==> src/rtl/wx_router.sv <==
// AXI write-data router: steers one master's W channel to one of seven slaves after an AW handshake.
// Optional burst-length checking is enabled by defining WX_BEAT_CHECK_EN.
`ifndef AXI_ADDR_BITS
`define AXI_ADDR_BITS 32
`endif
`ifndef AXI_LEN_BITS
`define AXI_LEN_BITS 4
`endif
`ifndef AXI_DATA_BITS
`define AXI_DATA_BITS 32
`endif
`ifndef AXI_STRB_BITS
`define AXI_STRB_BITS 4
`endif

package axi_pkg;
  // Slave n owns the 256 MB region starting at n * 0x1000_0000; regions 7..15 are unmapped.
  function automatic logic [6:0] ADDR_DECODER(input logic [`AXI_ADDR_BITS-1:0] addr);
    logic [`AXI_ADDR_BITS-1:0] region;
    logic [6:0] sel;
    region = addr >> 28;
    sel = '0;
    for (int i = 0; i < 7; i++) sel[i] = (region == `AXI_ADDR_BITS'(i));
    return sel;
  endfunction
endpackage

module wx_router (
  input  logic                      clk,
  input  logic                      rst,
  input  logic [`AXI_ADDR_BITS-1:0] AWADDR_M1,
  input  logic [`AXI_LEN_BITS-1:0]  AWLEN_M1,
  input  logic                      AWVALID_M1,
  input  logic                      AWREADY_M1,
  input  logic [`AXI_DATA_BITS-1:0] WDATA_M1,
  input  logic [`AXI_STRB_BITS-1:0] WSTRB_M1,
  input  logic                      WLAST_M1,
  input  logic                      WVALID_M1,
  output logic                      WREADY_M1,
  output logic [`AXI_DATA_BITS-1:0] WDATA_S0, WDATA_S1, WDATA_S2, WDATA_S3, WDATA_S4, WDATA_S5, WDATA_S6,
  output logic [`AXI_STRB_BITS-1:0] WSTRB_S0, WSTRB_S1, WSTRB_S2, WSTRB_S3, WSTRB_S4, WSTRB_S5, WSTRB_S6,
  output logic                      WLAST_S0, WLAST_S1, WLAST_S2, WLAST_S3, WLAST_S4, WLAST_S5, WLAST_S6,
  output logic                      WVALID_S0, WVALID_S1, WVALID_S2, WVALID_S3, WVALID_S4, WVALID_S5, WVALID_S6,
  input  logic                      WREADY_S0, WREADY_S1, WREADY_S2, WREADY_S3, WREADY_S4, WREADY_S5, WREADY_S6,
  output logic                      WERR
);

  typedef enum logic {IDLE, DATA} state_t;

  state_t      state, state_next;
  logic [7:0]  target, target_next;
  logic [6:0]  decoded;
  logic [6:0]  wready_s;
  logic [6:0]  wvalid_s;
  logic        aw_hs, load, in_data, beat, last_beat;

  assign aw_hs     = AWVALID_M1 & AWREADY_M1;
  assign decoded   = axi_pkg::ADDR_DECODER(AWADDR_M1);
  assign beat      = WVALID_M1 & WREADY_M1;
  assign last_beat = beat & WLAST_M1;

  always_ff @(posedge clk or posedge rst) begin
    if (rst) begin
      state  <= IDLE;
      target <= '0;
    end else begin
      state  <= state_next;
      target <= target_next;
    end
  end

  // A last beat coinciding with a new AW hands straight over to the new target.
  always_comb begin
    state_next  = state;
    target_next = target;
    load        = 1'b0;
    case (state)
      IDLE: if (aw_hs) begin
        load       = 1'b1;
        state_next = DATA;
      end
      DATA: if (last_beat) begin
        load       = aw_hs;
        state_next = aw_hs ? DATA : IDLE;
      end
      default: state_next = IDLE;
    endcase
    if (load) target_next = (decoded == 7'd0) ? 8'b1000_0000 : {1'b0, decoded};
  end

  assign wready_s = {WREADY_S6, WREADY_S5, WREADY_S4, WREADY_S3, WREADY_S2, WREADY_S1, WREADY_S0};

  // Gating with rst keeps the outputs quiet from the instant reset rises.
  assign in_data   = (state == DATA) & ~rst;
  assign WREADY_M1 = in_data & (target[7] | (|(target[6:0] & wready_s)));
  assign wvalid_s  = {7{in_data & WVALID_M1}} & target[6:0];

  assign {WVALID_S6, WVALID_S5, WVALID_S4, WVALID_S3, WVALID_S2, WVALID_S1, WVALID_S0} = wvalid_s;

  assign WDATA_S0 = WDATA_M1;  assign WSTRB_S0 = WSTRB_M1;  assign WLAST_S0 = WLAST_M1;
  assign WDATA_S1 = WDATA_M1;  assign WSTRB_S1 = WSTRB_M1;  assign WLAST_S1 = WLAST_M1;
  assign WDATA_S2 = WDATA_M1;  assign WSTRB_S2 = WSTRB_M1;  assign WLAST_S2 = WLAST_M1;
  assign WDATA_S3 = WDATA_M1;  assign WSTRB_S3 = WSTRB_M1;  assign WLAST_S3 = WLAST_M1;
  assign WDATA_S4 = WDATA_M1;  assign WSTRB_S4 = WSTRB_M1;  assign WLAST_S4 = WLAST_M1;
  assign WDATA_S5 = WDATA_M1;  assign WSTRB_S5 = WSTRB_M1;  assign WLAST_S5 = WLAST_M1;
  assign WDATA_S6 = WDATA_M1;  assign WSTRB_S6 = WSTRB_M1;  assign WLAST_S6 = WLAST_M1;

`ifdef WX_BEAT_CHECK_EN
  logic [`AXI_LEN_BITS-1:0] beat_cnt;
  logic                     werr_q;

  // Counter holds the beats still owed before WLAST; it saturates at zero on over-long bursts.
  always_ff @(posedge clk or posedge rst) begin
    if (rst) begin
      beat_cnt <= '0;
      werr_q   <= 1'b0;
    end else begin
      werr_q <= beat & (WLAST_M1 ? (beat_cnt != '0) : (beat_cnt == '0));
      if (load)
        beat_cnt <= AWLEN_M1;
      else if (beat & ~WLAST_M1 & (beat_cnt != '0))
        beat_cnt <= beat_cnt - 1'b1;
    end
  end

  assign WERR = werr_q;
`else
  logic unused_len;
  assign unused_len = ^AWLEN_M1;
  assign WERR       = 1'b0;
`endif

endmodule

==> config.mk <==
export PLATFORM = sky130hd
export DESIGN_NAME = wx_router
export DESIGN_NICKNAME = d
export VERILOG_FILES = /design/src/rtl/wx_router.sv
export SDC_FILE = /design/constraint.sdc
export NUM_CORES = 1
export LEC_CHECK = 0
export ABC_AREA = 1
export ABC_CLOCK_PERIOD_IN_PS = 1200
export BUFFER_PORTS_ARGS = -buffer_cell sky130_fd_sc_hd__buf_2
export CAP_MARGIN = 20
export CORE_AREA = 2 2 139 141
export DETAILED_ROUTE_END_ITERATION = 10
export DIE_AREA = 0 0 141 143
export GPL_ROUTABILITY_DRIVEN = 0
export PLACE_DENSITY = 0.49
export SLEW_MARGIN = 20
export SYNTH_ARGS = -nofsm -noshare
export SYNTH_HDL_FRONTEND = slang
export SYNTH_SLANG_ARGS = --single-unit
==> constraint.sdc <==
create_clock -name clk -period 1.2 [get_ports clk]
set_input_delay 0.12 -clock clk [delete_from_list [all_inputs] [get_ports clk]]
set_output_delay 0.12 -clock clk [all_outputs]
set_load 0.01 [all_outputs]
==> results.yml <==
power_and_ir_drop:
  internal_power_mw: 1.19
  net-switching-power_mw: 0.571
  p_sw_share_pct: 32.3
  p_per_area_nw_per_um2: 1230
  comb_power_share_pct: 42.3
  vdd_drop_max_mv: 0.654
  seqPwrFrac_pct: 24.6
  clockPowerShare_pct: 33.1
  power.leakage_nw: 0.614
yosys:
  async_reset_ff_share_pct: 100
  synth.top_cells.by_count: "buf_4, nand2_1, inv_1, nor2_1, dfrtp_1"
  post-synth-top-count-cell: "buf_4"
  syn-cell-area_um2: 2560
  synth_area_leaders: "buf_4, dfrtp_1, nand2_1"
  yosysUniqueCellTypes: 16
  synth_flop_cell: "dfrtp_1"
  syn_inst: 352
  syn-num-nets: 437
  synth_top_area_cell: "buf_4"
  netlist.area_leader.share_pct: 76.5
  ys_seq_elements: 9
  seq_area_frac_synth_pct: 8.79
  ys_warn_count: 0
  synth-edff-count: 0
  postSynthAreaPerCell_um2: 7.28
sta:
  hold_violations: 0
  rsz0062_at_grt: "true"
  finalMaxSlewViolations: 0
  setup_violations: 16
  skew_ps: 0.554
  slew_headroom_pct: 66.7
  timing.final.crit_share_pct: 111
  fmax_mhz: 751
  tightest_slew_ps: 500
  min_period_ps: 1330
  setup_slack_ps: -131
floorplan:
  start_util_pct: 13.8
  die-area_um2: 20200
  fp.dieW_um: 141
  die_y_um: 143
  core_area_um2: 18600
  num_rows: 50
  io_pins: 353
clock_tree:
  clock-sinks: 9
  h-tree-depth: 1
  cts_made_buffers: 3
  cts_root_buf: "clkbuf_16"
  clkLatencyLatePin_ps: 230
  cts_tree: "built"
  clockBufferDepth: 2
  clkSlewWorstSetupHoldPaths_ps: 40
grt:
  overflow: 0
  antenna_found_initial: 0
  grt_pass1_wl_um: 5770
  grt_pass1_vias: 895
  grt_max_degree: 10
  grt.total_usage_pct: 3.82
route:
  drc_errors: 0
  routed_wl_um: 4000
  vias: 867
  first_pass_iters: 4
  viasPerCell: 2.31
  drtAntennaViolNets: 0
  dr.first_iter.drc_count: 17
  routedWlPerCell_um: 10.7
run:
  drv_cap: 0
worst_setup_path:
  reg2regPathDepth: 9
  critPathLaunchType: "flop"
  endpoint_kind: "output port"
  worstPathArrival_ps: 1210
  critical_path_required_ps: 1080
  worst_r2r_endpoint: "target[4]$_DFFE_PP0P_"
  r2r_setup_slack_ps: -120
  critPathMaxFanout: 2
  critPathKind: "reg2out"
  worstReg2RegStart: "target[7]$_DFFE_PP0P_"
place:
  port_buffers: 31
  placed_cells: 366
  dp_hpwl_um: 3320
layout:
  drive_above_1_share_pct: 54.6
  finish.utilization_pct: 7.70
  fin_cells: 375
  area_growth_pct: -44.1
  antenna_cells: 0
  nets: 227
run_status:
  violations: "setup timing"
  status: "finished, violations left"
hold_path:
  holdPathStages: 3
  hold_path.startpoint: "AWREADY_M1"
  holdPathEnd: "state$_DFF_PP0_"
  worstHoldPathType: "in2reg"
==> critical path: stages, from the launching register on <==
cell and delay, ps:
dfrtp_1 370, inv_1 80, nand2_2 70, nor2_4 130
nand2_2 60, and3_4 150, buf_6 120
==> flip-flops by register name (all words and copies together) (netlist names) <==
signal,cells
target,8
state,1
==> cells in the final DEF, fill, tap and decap left out, types with 2 or more instances in the layout <==
cell	n
dfrtp_1	8
nand3_4	2
nand2_2	12
nand3_1	8
buf_12	2
buf_6	8
nor2_4	9
clkbuf_16	3
nor3_1	6
buf_2	23
inv_1	14
buf_4	12
nand2_1	22
==> metrics by stage <==
step | cell area [µm²] | hold slack [ps] | setup slack [ps] | TNS, ps | power (mW)
floorplan | 2560 | -82.3 | 138 | 0 | 1.60
global placement | 1140 | 152 | -86.7 | -651 | 0.954
detailed placement | 1140 | 153 | -84.3 | -646 | 0.953
CTS | 1330 | 196 | -157 | -1560 | 1.68
global route | 1430 | 202 | -188 | -2000 | 1.89
finish | 1430 | 165 | -131 | -980 | 1.77
==> timing repair <==
item                                   4_1_cts  5_1_grt
setup buffers                                3        1
endpoints found under the hold margin        9        0
setup endpoints to repair                   16       16
gates resized for setup                     25       23
hold buffers                                 1        0
pin swaps                                    3        6
==> metal layers <==
layer	wire (µm)	GRT usage, %	share of wire, %
met5	0	0	0
met4	453	4.84	11
met3	669	2.52	17
met2	1710	5.21	43
met1	1170	3.42	29
==> worst max-delay path by stage <==
stage	from	to	slack [ps]	cells after the start
finish	target[7]$_DFFE_PP0P_	WREADY_M1	-130	6
global route	target[7]$_DFFE_PP0P_	WREADY_M1	-190	6
CTS	target[2]$_DFFE_PP0P_	WREADY_M1	-160	6
detailed placement	target[3]$_DFFE_PP0P_	target[3]$_DFFE_PP0P_	-80	8
global placement	target[3]$_DFFE_PP0P_	target[0]$_DFFE_PP0P_	-90	8
floorplan	target[4]$_DFFE_PP0P_	target[7]$_DFFE_PP0P_	140	8
==> logic make-up after synthesis <==
group,share of synthesized area [%]
and+or+nand+nor,12.2
buffers and inverters,78.7
AOI/OAI and AO/OA,0.195
other,0.146
DFF,8.79
==> layout make-up <==
type                    instances  area [µm²]
multi-input cells              67         432
clock buffers                   4        78.8
well taps                     234         293
repair buffers                 46         345
inverters                      15        56.3
flip-flops and latches          9         226
fillers                      2144       17100
==> power groups by stage <==
stage	clock network [mW]	logic [mW]	registers (mW)
6_report	0.584	0.748	0.434
4_1_cts	0.595	0.649	0.433
3_5_place_dp	0	0.517	0.436
2_1_floorplan	0	1.17	0.434
3_3_place_gp	0	0.516	0.438
5_1_grt	0.615	0.830	0.450
Power figures use the tool's default switching activity.
